==> src/rtl/fifo_pkg.sv <==
// Shared definitions for the FIFO read-side master: state encoding, default width and
// the read-credit helper used by fifo_reader.
package fifo_pkg;

    typedef enum logic [1:0] {
        StIdle = 2'd0,
        StRun  = 2'd1,
        StHalt = 2'd2
    } state_e;

    localparam int unsigned DefaultDataWidth = 8;
    localparam int unsigned BufDepth         = 2;

    // True when one more word can be requested without overflowing the output buffer,
    // counting words already stored and in flight, minus the word leaving this cycle.
    function automatic logic read_credit_ok(input logic [1:0] occ,
                                            input logic       inflight,
                                            input logic       pop);
        logic [2:0] pending;
        pending = {1'b0, occ} + {2'b00, inflight} - {2'b00, pop};
        return pending < 3'(BufDepth);
    endfunction

endpackage

==> src/rtl/fifo_reader_buf.sv <==
// Two-entry FIFO-ordered output buffer: the head register drives the stream outputs
// directly, the tail register absorbs the word arriving while the head is stalled.
module fifo_reader_buf
    import fifo_pkg::*;
#(
    parameter int unsigned DATA_WIDTH = DefaultDataWidth
) (
    input  logic                  clk,
    input  logic                  rst_n,
    input  logic                  wr_i,
    input  logic [DATA_WIDTH-1:0] wr_data_i,
    input  logic                  pop_i,
    output logic [1:0]            occ_o,
    output logic                  head_valid_o,
    output logic [DATA_WIDTH-1:0] head_data_o
);

    logic [DATA_WIDTH-1:0] head_q, head_d;
    logic [DATA_WIDTH-1:0] tail_q, tail_d;
    logic [1:0]            occ_q, occ_d;

    always_comb begin
        head_d = head_q;
        tail_d = tail_q;
        occ_d  = occ_q;
        case ({wr_i, pop_i})
            2'b10: begin
                if (occ_q == 2'd0) begin
                    head_d = wr_data_i;
                end else begin
                    tail_d = wr_data_i;
                end
                occ_d = occ_q + 2'd1;
            end
            2'b01: begin
                head_d = tail_q;
                occ_d  = occ_q - 2'd1;
            end
            2'b11: begin
                // Simultaneous write and pop: occupancy holds, the queue shifts by one.
                if (occ_q == 2'd1) begin
                    head_d = wr_data_i;
                end else begin
                    head_d = tail_q;
                    tail_d = wr_data_i;
                end
            end
            default: ;
        endcase
    end

    always_ff @(posedge clk) begin
        if (!rst_n) begin
            head_q <= '0;
            tail_q <= '0;
            occ_q  <= 2'd0;
        end else begin
            head_q <= head_d;
            tail_q <= tail_d;
            occ_q  <= occ_d;
        end
    end

    assign occ_o        = occ_q;
    assign head_valid_o = (occ_q != 2'd0);
    assign head_data_o  = head_q;

endmodule

==> src/rtl/fifo_reader.sv <==
// Read-side master: pops a registered-output FIFO and streams the words on valid/ready.
// Optional transfer counter enabled by defining FIFO_READER_CNT_EN.
module fifo_reader
    import fifo_pkg::*;
#(
    parameter int unsigned DATA_WIDTH = DefaultDataWidth,
    parameter int unsigned CNT_WIDTH  = 16
) (
    input  logic                  clk,
    input  logic                  rst_n,
    input  logic                  en,
    input  logic                  fifo_empty,
    input  logic [DATA_WIDTH-1:0] fifo_data,
    output logic                  fifo_rd,
    output logic                  m_valid,
    output logic [DATA_WIDTH-1:0] m_data,
    input  logic                  m_ready,
    output logic                  busy,
    output logic [CNT_WIDTH-1:0]  xfer_cnt
);

    state_e     state_q, state_d;
    logic       inflight_q, inflight_d;
    logic [1:0] occ;
    logic       head_valid;
    logic       pop;

    assign pop     = head_valid & m_ready;
    assign busy    = (occ != 2'd0) | inflight_q;
    assign m_valid = head_valid;

    // Combinational strobe; never asserted in reset or while the FIFO reports empty.
    assign fifo_rd = rst_n & en & ~fifo_empty & (state_q == StRun)
                   & read_credit_ok(occ, inflight_q, pop);

    assign inflight_d = fifo_rd;

    always_comb begin
        state_d = state_q;
        unique case (state_q)
            StIdle: begin
                if (en) begin
                    state_d = StRun;
                end
            end
            StRun: begin
                if (!en) begin
                    state_d = busy ? StHalt : StIdle;
                end
            end
            StHalt: begin
                if (en) begin
                    state_d = StRun;
                end else if (!busy) begin
                    state_d = StIdle;
                end
            end
            default: state_d = StIdle;
        endcase
    end

    always_ff @(posedge clk) begin
        if (!rst_n) begin
            state_q    <= StIdle;
            inflight_q <= 1'b0;
        end else begin
            state_q    <= state_d;
            inflight_q <= inflight_d;
        end
    end

    fifo_reader_buf #(
        .DATA_WIDTH(DATA_WIDTH)
    ) u_buf (
        .clk         (clk),
        .rst_n       (rst_n),
        .wr_i        (inflight_q),
        .wr_data_i   (fifo_data),
        .pop_i       (pop),
        .occ_o       (occ),
        .head_valid_o(head_valid),
        .head_data_o (m_data)
    );

`ifdef FIFO_READER_CNT_EN
    logic [CNT_WIDTH-1:0] cnt_q, cnt_d;

    always_comb begin
        cnt_d = cnt_q;
        if (pop) begin
            cnt_d = cnt_q + CNT_WIDTH'(1);
        end
    end

    always_ff @(posedge clk) begin
        if (!rst_n) begin
            cnt_q <= '0;
        end else begin
            cnt_q <= cnt_d;
        end
    end

    assign xfer_cnt = cnt_q;
`else
    assign xfer_cnt = '0;
`endif

endmodule

==> config.mk <==
export PLATFORM = sky130hd
export DESIGN_NAME = fifo_reader
export DESIGN_NICKNAME = d
export VERILOG_FILES = /design/src/rtl/fifo_pkg.sv /design/src/rtl/fifo_reader_buf.sv /design/src/rtl/fifo_reader.sv
export SDC_FILE = /design/constraint.sdc
export NUM_CORES = 1
export LEC_CHECK = 0
export ABC_CLOCK_PERIOD_IN_PS = 3030
export CORE_MARGIN = 5
export CORE_UTILIZATION = 25
export CTS_CLUSTER_DIAMETER = 60
export DETAILED_ROUTE_END_ITERATION = 8
export GPL_ROUTABILITY_DRIVEN = 1
export PLACE_DENSITY = 0.61
export SYNTH_ARGS = -nofsm -noshare
export SYNTH_HDL_FRONTEND = slang
export SYNTH_HIERARCHICAL = 1
export SYNTH_SLANG_ARGS = --single-unit
==> constraint.sdc <==
create_clock -name clk -period 3.03 [get_ports clk]
set_input_delay 0.606 -clock clk [delete_from_list [all_inputs] [get_ports clk]]
set_output_delay 0.606 -clock clk [all_outputs]
set_load 0.1 [all_outputs]
==> impl.org, run 1 <==
** Outcome
- Status :: complete, no violations

** Floorplanning
- The die covers 6503 sq um.
- Area of the core :: 4786 sq um
- The die is 80.64 microns wide.
- Row generation in the floorplan step produced 25 rows.
- Die Y :: 80.64 microns
- Effective utilization at floorplan :: 26.07%
- I/O pin cnt :: 40

** Final layout
- Ratio of cells with drive above 1 in the final layout :: 22.09%
- Area of the multi-input gates :: 735.7 sq um
- Number of nets in the final layout :: 193
- The finished layout holds 239 standard cells, fillers aside.
- The sequential cells in the finished layout cover a total of 427.9 sq um.
- Leaving out fill and tap cells, the most frequent cells in the layout are sky130_fd_sc_hd__buf_4 (21), sky130_fd_sc_hd__dfxtp_1 (19), sky130_fd_sc_hd__a21oi_1 (17), sky130_fd_sc_hd__conb_1 (16), sky130_fd_sc_hd__o21ai_0 (16).
- Summed area of non-filler cells in the final layout :: 1622 sq um
- Number of fill cells :: 490
- Signed area change from the synthesized netlist to the final layout :: 29.99%
- Leading cell type in the layout, fill and taps excluded :: sky130_fd_sc_hd__buf_4
- Diodes inserted :: 0

** Synth
- Sequential elements use 33.70% of the synthesized area.
- In this run, synthesis produced a sequential element count of 21.
- By area the synthesized netlist is led by sky130_fd_sc_hd__dfxtp_1 (34%), sky130_fd_sc_hd__buf_4 (9.6%), sky130_fd_sc_hd__a21oi_1 (6.8%).
- The number of different library cells used by synthesis comes to 30.
- Instance count of the mapped netlist :: 145
- Cell type with the highest aggregate area in the netlist :: sky130_fd_sc_hd__dfxtp_1
- A synthesized cell averages 8.603 sq um.
- Area fraction of the dominant cell type after synthesis :: 33.70%
- Number of synthesis warnings :: 6
- Mapped cell area :: 1247 sq um

** Placement
- Prior to clock tree synthesis, the placed netlist has a worst setup slack of -0.1568 ns.
- After detailed placement, the total cell area comes to 1515 sq um.
- The congestion estimate from routability-driven global placement came to 0.7611.
- The number of placed instances, taps included, is 227.
- The wire-length estimate of the detail-placed layout is 2209 microns.
- Input/output buffers :: 23

** Global routing
- First-pass GRT wire length :: 4574 microns
- For this run the aggregate overflow at the end of global routing stands at 0.
- The via count of the first global-routing pass was 994.
- The number of antenna violations at the first check in global routing came to 0.
- Maximum number of pins on one net before global-route repair :: 19
- For this run, the total global-route usage over all layers was measured as 8.883%.

** STA
- Derived from the worst setup path, the maximum achievable clock frequency is 334.8 MHz.
- The final count of hold timing violations came to 0.
- Final Worst Setup Slack :: 0.04326 ns
- Transition time of the tightest slew-check pin :: 0.5901 ns
- Pins over their slew limit :: 0
- The worst pin sits at a relative slew slack of 60.51%.
- Counting I/O delays and the setup requirement, the final critical path takes 2.987 ns.
- Setup-violating endpoint count in the final report :: 0
- Worst Clk Skew :: 0.003755 ns
- Share of the clock period used by the worst path after layout :: 98.57%
- In the final timing run, aggregate negative setup slack is 0 ns.
- Unrepaired setup endpoints after global routing :: true

** CTS
- CTS tree :: done
- Clock-pin slew was measured on the worst setup and hold paths at 0.07 ns.
- Maximum number of buffers from clock root to sink :: 2
- CTS saw 21 sinks.
- CTS built an H-tree with a depth of 1.
- The root buffer cell chosen for the clock tree is sky130_fd_sc_hd__clkbuf_8.
- After clock tree synthesis, the flow added hold-fix buffers numbering 0.
- Total clock buffers created by CTS :: 3
- Clock latency reported for the late side of the worst-skew pair :: 0.25 ns

** Critical path
- Counting cells, the worst reg-to-reg path comes to 10.
- For this run, the slowest stage of the critical path takes 0.48 ns.
- The worst register-to-register path begins at u_buf/occ_o[1]$_SDFFE_PN0P_.
- The worst setup path is launched from a flop.
- Cell type of the slowest stage on the worst timing path :: sky130_fd_sc_hd__fa_1
- STA puts the critical path data required time at 2.42 ns.
- Most frequent cell on the critical path :: sky130_fd_sc_hd__ha_4
- STA puts the critical path data arrival time at 2.38 ns.
- Critical Path Sink Type :: primary output
- Along the worst path, the maximum fanout reaches 2.
- Minimum setup slack among reg-to-reg paths :: 0.67 ns
- The endpoint identified for the worst register-to-register timing path is u_buf/head_data_o[0]$_SDFFE_PN0P_.
- The setup path with the least slack is of type flop to primary output.
- CP Cell Sequence :: inv_4, ha_4, clkinvlp_4, and2_4, ha_4, nand2b_4, fa_1, nand4bb_1, nor3_4, buf_12

** Hold path
- The path with the worst hold slack has its endpoint at state_q[0]$_SDFFE_PN0P_.
- Hold Startpoint :: state_q[1]$_SDFFE_PN0P_
- The worst hold path belongs to the class flop to flop.
- Along the worst hold path, the cell count comes to 1.

** Detailed routing
- Using the TritonRoute via totals, the vias-per-cell ratio works out to 4.519.
- After detailed routing, the number of remaining DRC violations is 0.
- Wirelength, routed :: 2894 microns
- Once detail routing completed, the nets flagged for antenna violations numbered 0.
- The routed layout has 1080 vias.
- Iter 0 DRT Violations :: 66
- Detailed-router iteration count before antenna repair :: 4
- Dividing the detail-routed wire length by the instance count gives 12.11 microns.

** Pwr
- For this design the static power due to leakage is 0.0006090 uW.
- Summing internal, switching and leakage power gives 1712 uW.
- Dividing total power by cell area gives a power density of 1056 nW/um^2.
- Worst IR Drop VDD :: 0.0004075 V

** Job
- The tool flagged a number of max-cap violations equal to 0.
## synthesized netlist by cell type, drive strengths merged
master    n
nor2      4
o211ai    8
nand2     2
conb      1
ha        6
nor3      2
or3       2
o21ai    16
nor2b     3
a21oi    17
and2      4
clkinv    1
o31ai     8
a311oi    8
nand4bb   1
inv       6
nand2b    2
xor2      4
clkbuf    4
fa        1
a211oi    1
buf      22
dfxtp    21
and4b     1
## layout make-up
class,count,share of cell area (%)
repair buffers,34,18.29
well taps,67,5.170
multi-input cells,106,45.37
clock buffers,4,2.778
inverters,7,2.006
flip-flops and latches,21,26.39
## metrics by stage
stage	utilization (%)	hold WS (ns)
CTS	33.57	0.4754
global route	33.88	0.4950
detailed placement	31.66	0.4630
floorplan	-	0.4408
global placement	31.66	0.4538
finish	33.88	0.4771
## worst max-delay path by stage
stage	startpoint	to	depth (start not counted)
final	u_buf/occ_o[1]$_SDFFE_PN0P_	fifo_rd	10
after global routing	u_buf/occ_o[1]$_SDFFE_PN0P_	fifo_rd	10
after CTS	u_buf/occ_o[0]$_SDFFE_PN0P_	fifo_rd	10
after detailed placement	m_ready	fifo_rd	8
after global placement	m_ready	fifo_rd	8
after floorplan	u_buf/occ_o[1]$_SDFFE_PN0P_	fifo_rd	9
## critical path, delay by kind of cell, from the launching register on
family,cells,cell delay (ns)
adders and majority gates,3,0.82
and+or+nand+nor,4,0.63
DFF,1,0.35
buffers and inverters,3,0.33
## flip-flops by register name (all words and copies together) (netlist names)
name,count
u_buf/tail_q,8
u_buf/head_data_o,8
state_q,2
u_buf/occ_o,2
inflight_q,1
## where the power goes
group	internal [uW]	switching, uW	leakage (uW)
Sequential	340	37.4	0.000172
Combinational	351	803	0.000414
Clock	93.5	87.5	0.0000228
Total	784	928	0.000609
## per-layer routing
| metal | vias to the layer above | global-route usage [%] | share of wire [%] |
|---|---|---|---|
| li1 | 545 | - | - |
| met1 | 505 | 11.70 | 47 |
| met2 | 28 | 13.58 | 46 |
| met3 | 2 | 3.139 | 6.9 |
| met4 | 0 | 2.534 | 0.41 |
| met5 | - | 0 | 0 |
## timing repair
action | in CTS | in global routing
pin swaps | 4 | 4
setup endpoints to repair | 1 | 1
gates resized for setup | 2 | 0
setup buffers | 6 | 2
## kinds of logic after synthesis
logic type	after synthesis	share of synthesized area [%]
AOI/OAI and AO/OA	58	29.59
xor gates and xnor gates	4	2.808
adders and majority gates	7	7.623
buffers and inverters	33	15.55
DFF	21	33.70
other	1	0.3006
and+or+nand+nor	21	10.43
Note: power is estimated with default switching activity, not from simulation.
==> run 2: changes to the inputs <==
--- a/config.mk
+++ b/config.mk
@@ -5,13 +5,14 @@
 export SDC_FILE = /design/constraint.sdc
 export NUM_CORES = 1
 export LEC_CHECK = 0
-export ABC_CLOCK_PERIOD_IN_PS = 3030
+export ABC_CLOCK_PERIOD_IN_PS = 3700
 export CORE_MARGIN = 5
 export CORE_UTILIZATION = 25
 export CTS_CLUSTER_DIAMETER = 60
 export DETAILED_ROUTE_END_ITERATION = 8
 export GPL_ROUTABILITY_DRIVEN = 1
 export PLACE_DENSITY = 0.61
+export RECOVER_POWER = 25
 export SYNTH_ARGS = -nofsm -noshare
 export SYNTH_HDL_FRONTEND = slang
 export SYNTH_HIERARCHICAL = 1
==> constraint.sdc (replaced) <==
create_clock -name clk -period 3.7 [get_ports clk]
set_input_delay 0.74 -clock clk [delete_from_list [all_inputs] [get_ports clk]]
set_output_delay 0.74 -clock clk [all_outputs]
set_load 0.1 [all_outputs]
==> run 2 against run 1 <==
  * Global-route usage decreased by 0.58 points
  * Largest cell class unchanged
  * Final cell count shrank 4.6%
  * Count of clock-buffer cells in the layout did not move
==> impl.org, run 2 (synthesis results as in run 1) <==
** Floorplanning
- The overall die area was 6503 sq um (unchanged).
- The height of the chip is 80.64 microns (unchanged).
- The width of the die is 80.64 microns (unchanged).
- The number of top-level pins was 40 (unchanged).
- The initial core utilization came to 26.07% (unchanged).
- Area of the core :: 4786 sq um (unchanged)
- FP Rows :: 25 (unchanged)

** Placement
- The post-detailed-placement cell area is 1515 sq um (unchanged).
- The placed instance count is 224 (-1.3%).
- Global placement routability congestion :: 0.7542 (-0.91%)
- The final HPWL from detailed placement was 2163 microns (-2.1%).
- Input/output buffers :: 23 (unchanged)

** Final layout
- Leading cell types in the layout, fill and taps excluded :: sky130_fd_sc_hd__dfxtp_1 (19), sky130_fd_sc_hd__clkdlybuf4s50_1 (19), sky130_fd_sc_hd__a21oi_1 (17), sky130_fd_sc_hd__conb_1 (16), sky130_fd_sc_hd__o21ai_0 (16)
- Number of nets in the final layout :: 182 (-5.7%)
- Summed area of non-filler cells in the final layout :: 1556 sq um (-4.0%)
- Signed area change from the synthesized netlist to the final layout :: 24.77%
- The filler cell count in the final layout came to 504 (+2.9%).
- Ratio of cells with drive above 1 in the final layout :: 10.56% (-12 points)
- The post-layout instance count excluding filler cells was 228 (-4.6%).
- The number of antenna repair diodes was 0 (unchanged).

** STA
- Unrepaired setup endpoints after global routing :: false
- Worst Clk Skew :: 0.002205 ns (-0.001551 ns)
- The worst path in the final design needs a cycle of 3.445 ns, including I/O delays and setup.
- The worst path uses 93.10% of the clock period.
- The max-slew violation total from the final report came to 0 (unchanged).
- The final count of hold timing violations came to 0 (unchanged).
- The slew of the pin with the lowest slew margin came to 1.160 ns (+0.5696 ns).
- The final number of setup-violating endpoints was 0 (unchanged).
- Headroom to the max-slew limit :: 23.02% (-37 points)
- Based on the critical path, the design can be clocked at up to 290.3 MHz.
- The aggregate negative setup slack came to 0 ns (unchanged).

** CTS
- Total of hold buffers inserted after clock tree synthesis :: 0 (unchanged)
- The number of gates given a new drive strength after cts was 0 (-2).
- The number of buffers added by the clock tree synthesis step was 3 (unchanged).
- Root cell of the clock tree :: sky130_fd_sc_hd__clkbuf_8
- The H-tree depth reported by CTS came to 1 (unchanged).
- The post-CTS setup buffer count is 0 (-6).
- The maximum buffer depth of the clock tree is 2 (unchanged).
- The number of sinks on the clock net was 21 (unchanged).
- The worst-skew pair later-pin latency was 0.25 ns (about the same).
- CTS tree :: done
- The post-CTS clock slew at the launch and capture registers of the worst setup and hold paths came to 0.07 ns (about the same).

** Detailed routing
- The detailed-routing iteration count for the pre-antenna-repair pass was 4 (unchanged).
- The average wire per cell in the routed design is 11.89 microns (-1.8%).
- The overall routed net length came to 2710 microns (-6.4%).
- The number of routed nets with antenna violations is 0 (unchanged).
- The via density per instance was 4.447 (-1.6%).
- The number of design-rule violations left by the first detailed-router iteration was 75 (+14%).
- DRC violation count after routing :: 0 (unchanged)
- The via count came to 1014 (-6.1%).

** Pwr
- The overall power of the completed layout is 1329 uW (-22%).
- The worst supply voltage drop on vdd came to 0.0002908 V (-29%).
- The total power divided by cell area was 853.7 nW/um^2 (-19%).
- Leak Pwr :: 0.0005325 uW (-13%)

** Outcome
- The flow ran to the end, and the final reports show no timing, DRC or antenna violations.

** Global routing
- The largest net degree at the start of global routing came to 19 (unchanged).
- Initial antenna violation count :: 0 (unchanged)
- The via count of the first global-routing pass came to 921 (-7.3%).
- First-pass GRT wire length :: 4319 microns (-5.6%)
- Tot GR Track Use :: 8.302% (-0.58 points)
- Remaining Overflow, GRT :: 0 (unchanged)

** Critical path
- The required time at the endpoint of the critical path came to 2.96 ns (+0.54 ns).
- CP Data Arrival Time :: 2.70 ns (+0.32 ns)
- The worst setup path is captured at a primary output.
- CP Max Fanout :: 4 (+2)
- Category of the worst setup path launch point :: input pin
- Worst Setup Path Type :: input pin to primary output

** Job
- The max-capacitance violation count is 0 (unchanged).

** Hold path
- In this run the worst hold path is classified as flop to flop.
## run 2: per-stage QoR
step	utilization, %	setup slack (ns)	hold WS (ns)
floorplan	-	-0.07381	0.4408
global placement	31.66	0.2604	0.4557
detailed placement	31.66	0.2430	0.4632
CTS	32.60	0.2412	0.4757
global route	32.52	0.1943	0.4896
finish	32.52	0.2554	0.4733
## run 2: path summary, 6_finish.rpt
check | slack, ns | to | cells after the start | startpoint
setup / recovery | 0.26 | fifo_rd | 8 | m_ready
hold / removal | 0.47 | u_buf/tail_q[4]$_SDFFE_PN0P_ | 2 | u_buf/tail_q[4]$_SDFFE_PN0P_
setup reg to reg | 1.44 | u_buf/head_data_o[0]$_SDFFE_PN0P_ | 8 | u_buf/occ_o[1]$_SDFFE_PN0P_
hold reg to reg | 0.47 | u_buf/tail_q[4]$_SDFFE_PN0P_ | 2 | u_buf/tail_q[4]$_SDFFE_PN0P_
## run 2: layout make-up
cell class	count	area [sq um]	share of cell area (%)
Timing Repair Buffer	23	234.0	15.03
Inverter	7	32.53	2.090
Sequential cell	21	425.4	27.33
Tap cell	67	83.83	5.386
Clock buffer	4	45.04	2.894
Multi-Input combinational cell	106	735.7	47.27
## run 2: per-layer routing
metal	vias to the layer above	track usage [%]	wire [microns]
li1	521	-	-
met1	466	10.77	1278
met2	25	12.91	1239
met3	2	2.803	180
met4	0	2.534	12
met5	-	0	0
## run 2: critical path, stage by stage
cell                              delay, ns
sky130_fd_sc_hd__clkdlybuf4s50_1       0.46
sky130_fd_sc_hd__and2_4                0.17
sky130_fd_sc_hd__ha_4                  0.19
sky130_fd_sc_hd__nand2b_4              0.13
sky130_fd_sc_hd__fa_1                  0.47
sky130_fd_sc_hd__nand4bb_1             0.16
sky130_fd_sc_hd__nor3_4                0.18
sky130_fd_sc_hd__buf_12                0.20
## run 2: report_power, final
| group | total [uW] | switching (uW) | internal [uW] |
|---|---|---|---|
| registers | 315 | 38.1 | 277 |
| clock network | 149 | 72.2 | 76.6 |
| logic | 865 | 631 | 234 |
==> patch, RTL diff (flow settings as in run 1) <==
The option `FIFO_READER_CNT_EN` is turned on by a define.
--- a/src/rtl/fifo_reader.sv
+++ b/src/rtl/fifo_reader.sv
@@ -2,2 +2,4 @@
 // Optional transfer counter enabled by defining FIFO_READER_CNT_EN.
+`define FIFO_READER_CNT_EN
+
 module fifo_reader
Function: changed (a bounded check fails within 10 cycles, from zero or initial values and one cycle with rst_n low).
==> patch against run 1 <==
- total power rose by 28%
- cell area rose by 55%
- utilization rose by 1.1 points
- setup slack got worse by 12 ps
- critical path depth rose by 1
- critical path type unchanged
- non-clock buffer count rose by 20
- sequential cell count rose by 16
- critical endpoint unchanged
- sequential power rose by 59%
- wire length rose by 58%
- area after synthesis rose by 46%
- clock skew rose by 3.7 ps
- largest power group unchanged
- clock power rose by 140%
==> patch: results (changes against run 1) <==
Clock tree
  • CTS buffer count: 5 (+2)
  • Clock-pin slew of the registers on the worst-case setup and hold paths: 80 ps
  • Clock root buffer: clkbuf_8
  • Max Root-Sink Buffers: 2 (unchanged)
  • Clock Latency Late Sink: 290 ps (+40 ps)
  • H-tree levels: 2 (+1)

Yosys
  • Yosys cell types: 35 (+17%)
  • Post-synthesis sequential area ratio: 40.66% (+7.0 points)
  • Synth Area in XOR/XNOR: 7.212% (+4.4 points)
  • Post-synthesis adder-cell area fraction: 5.907% (-1.7 points)
  • Compound-Gate Fraction of Synth Area: 22.18% (-7.4 points)
  • Post-synth top cells: dfxtp_1 (37), a21oi_1 (21), o21ai_0 (19)
  • Synth area leaders: dfxtp_1 (41%), a21oi_1 (5.8%), o21ai_0 (5.2%), ha_1 (4.8%), xnor2_1 (3.8%)
  • Mux cell area share after synthesis: 0.5495% (+0.55 points)
  • Mapped Cells: 213 (+47%)
  • Syn nets: 234

Timing
  • Setup Skew: 7.412 ps (+3.656 ps)
  • Final WS setup: 31.58 ps (-11.69 ps)
  • Final hold slack: 473.1 ps (-3.994 ps)
  • Worst rel slew slack: 63.20% (+2.7 points)

Detailed routing
  • Via count: 1,668 (+54%)
  • Pre-antenna DRT Iters: 4 (unchanged)
  • Initial DRC Count: 83 (+26%)
  • Drt wl/cell: 12.61 µm (+4.2%)

Place
  • RD Place Congestion: 0.7622 (+0.14%)
  • Dpl hpwl: 3341 µm (+51%)
  • Cells after DPL: 351 (+55%)
  • Area after DPL: 2365 µm² (+56%)
  • Place WS: -259.7 ps (-102.9 ps)
  • # port buffers: 39 (+70%)

Setup path
  • CP max stage cell: fa_1
  • R2R Path End: u_buf/tail_q[0]$_SDFFE_PN0P_
  • Reg2reg setup slack: 900 ps (+230 ps)
  • Crit path kind: flip-flop to output pin
  • FF-to-FF path depth: 11 (+1)
  • Slowest stage delay, CP: 480 ps (about the same)
  • R2r startpoint: u_buf/occ_o[0]$_SDFFE_PN0P_

Global route
  • Vias in the first global route: 1,557 (+57%)
  • Gr usage total: 10.51% (+1.6 points)
  • Global-route wire length before repair: 7438 µm (+63%)

Status
  • Outcome: completed

Pwr
  • Worst vdd ir: 0.2853 mV (-30%)
  • Leak pwr: 0.0009160 µW (+50%)

Min path
  • Hold path cells: 2 (+1)
  • Hold_sp: u_buf/tail_q[4]$_SDFFE_PN0P_
  • Worst Hold End: u_buf/tail_q[4]$_SDFFE_PN0P_

Finish
  • Max FFs per register: 16
  • Layout cell share with drive strength beyond 1: 24.62% (+2.5 points)
  • Nets: 284 (+47%)
  • Post-Layout Cell Count: 363 (+52%)
  • Fill cells: 747 (+52%)
[patch: worst max-delay path: cells and delay by family, from the launching register on]
kind / cells / cell delay, ps
fa+ha+maj: 3 / 820
simple gates: 4 / 560
buf+inv: 4 / 390
flops: 1 / 350
[patch: routing by layer]
metal / vias up / GRT usage [%] / part of all wire, %
li1: 862 / - / -
met1: 773 / 12.84 / 46
met2: 27 / 17.55 / 48
met3: 6 / 3.157 / 4.5
met4: 0 / 3.486 / 1.3
met5: - / 0 / 0
[patch: logic make-up (layout without fill, tap and decap cells)]
kind of cell,Yosys count,count (layout)
AOI/OAI and AO/OA,65,65
and+or+nand+nor,65,65
DFF,37,37
buffers and inverters,22,73
xor gates and xnor gates,15,15
adders and majority gates,8,8
muxes,1,1
[patch: report_power, final]
part | internal (µW) | switching (µW) | leakage, µW
Clock | 247 | 183 | 0.0000554
Combinational | 351 | 801 | 0.000560
Sequential | 556 | 44.9 | 0.000301
[patch: area by class of cell]
cell class	instances	area, µm²	share of cell area [%]
inverter	11	47.55	1.892
timing repair buffer	54	446.7	17.78
clock buffer	6	72.57	2.888
sequential	37	748.2	29.78
tap	99	123.9	4.930
clock inverter	2	38.79	1.544
multi-input combinational	154	1035	41.19
[patch: what timing repair did]
action | in CTS | in global routing
setup endpoints to repair | 1 | 1
gates resized for setup | 4 | 0
pin swaps | 2 | 0
cloned | 0 | 0
setup buffers | 4 | 0
[patch: worst max path at each step]
stage	to	cells past startpoint
final	fifo_rd	11
after global routing	fifo_rd	11
after CTS	fifo_rd	11
after detailed placement	fifo_rd	9
after global placement	fifo_rd	9
after floorplan	fifo_rd	10
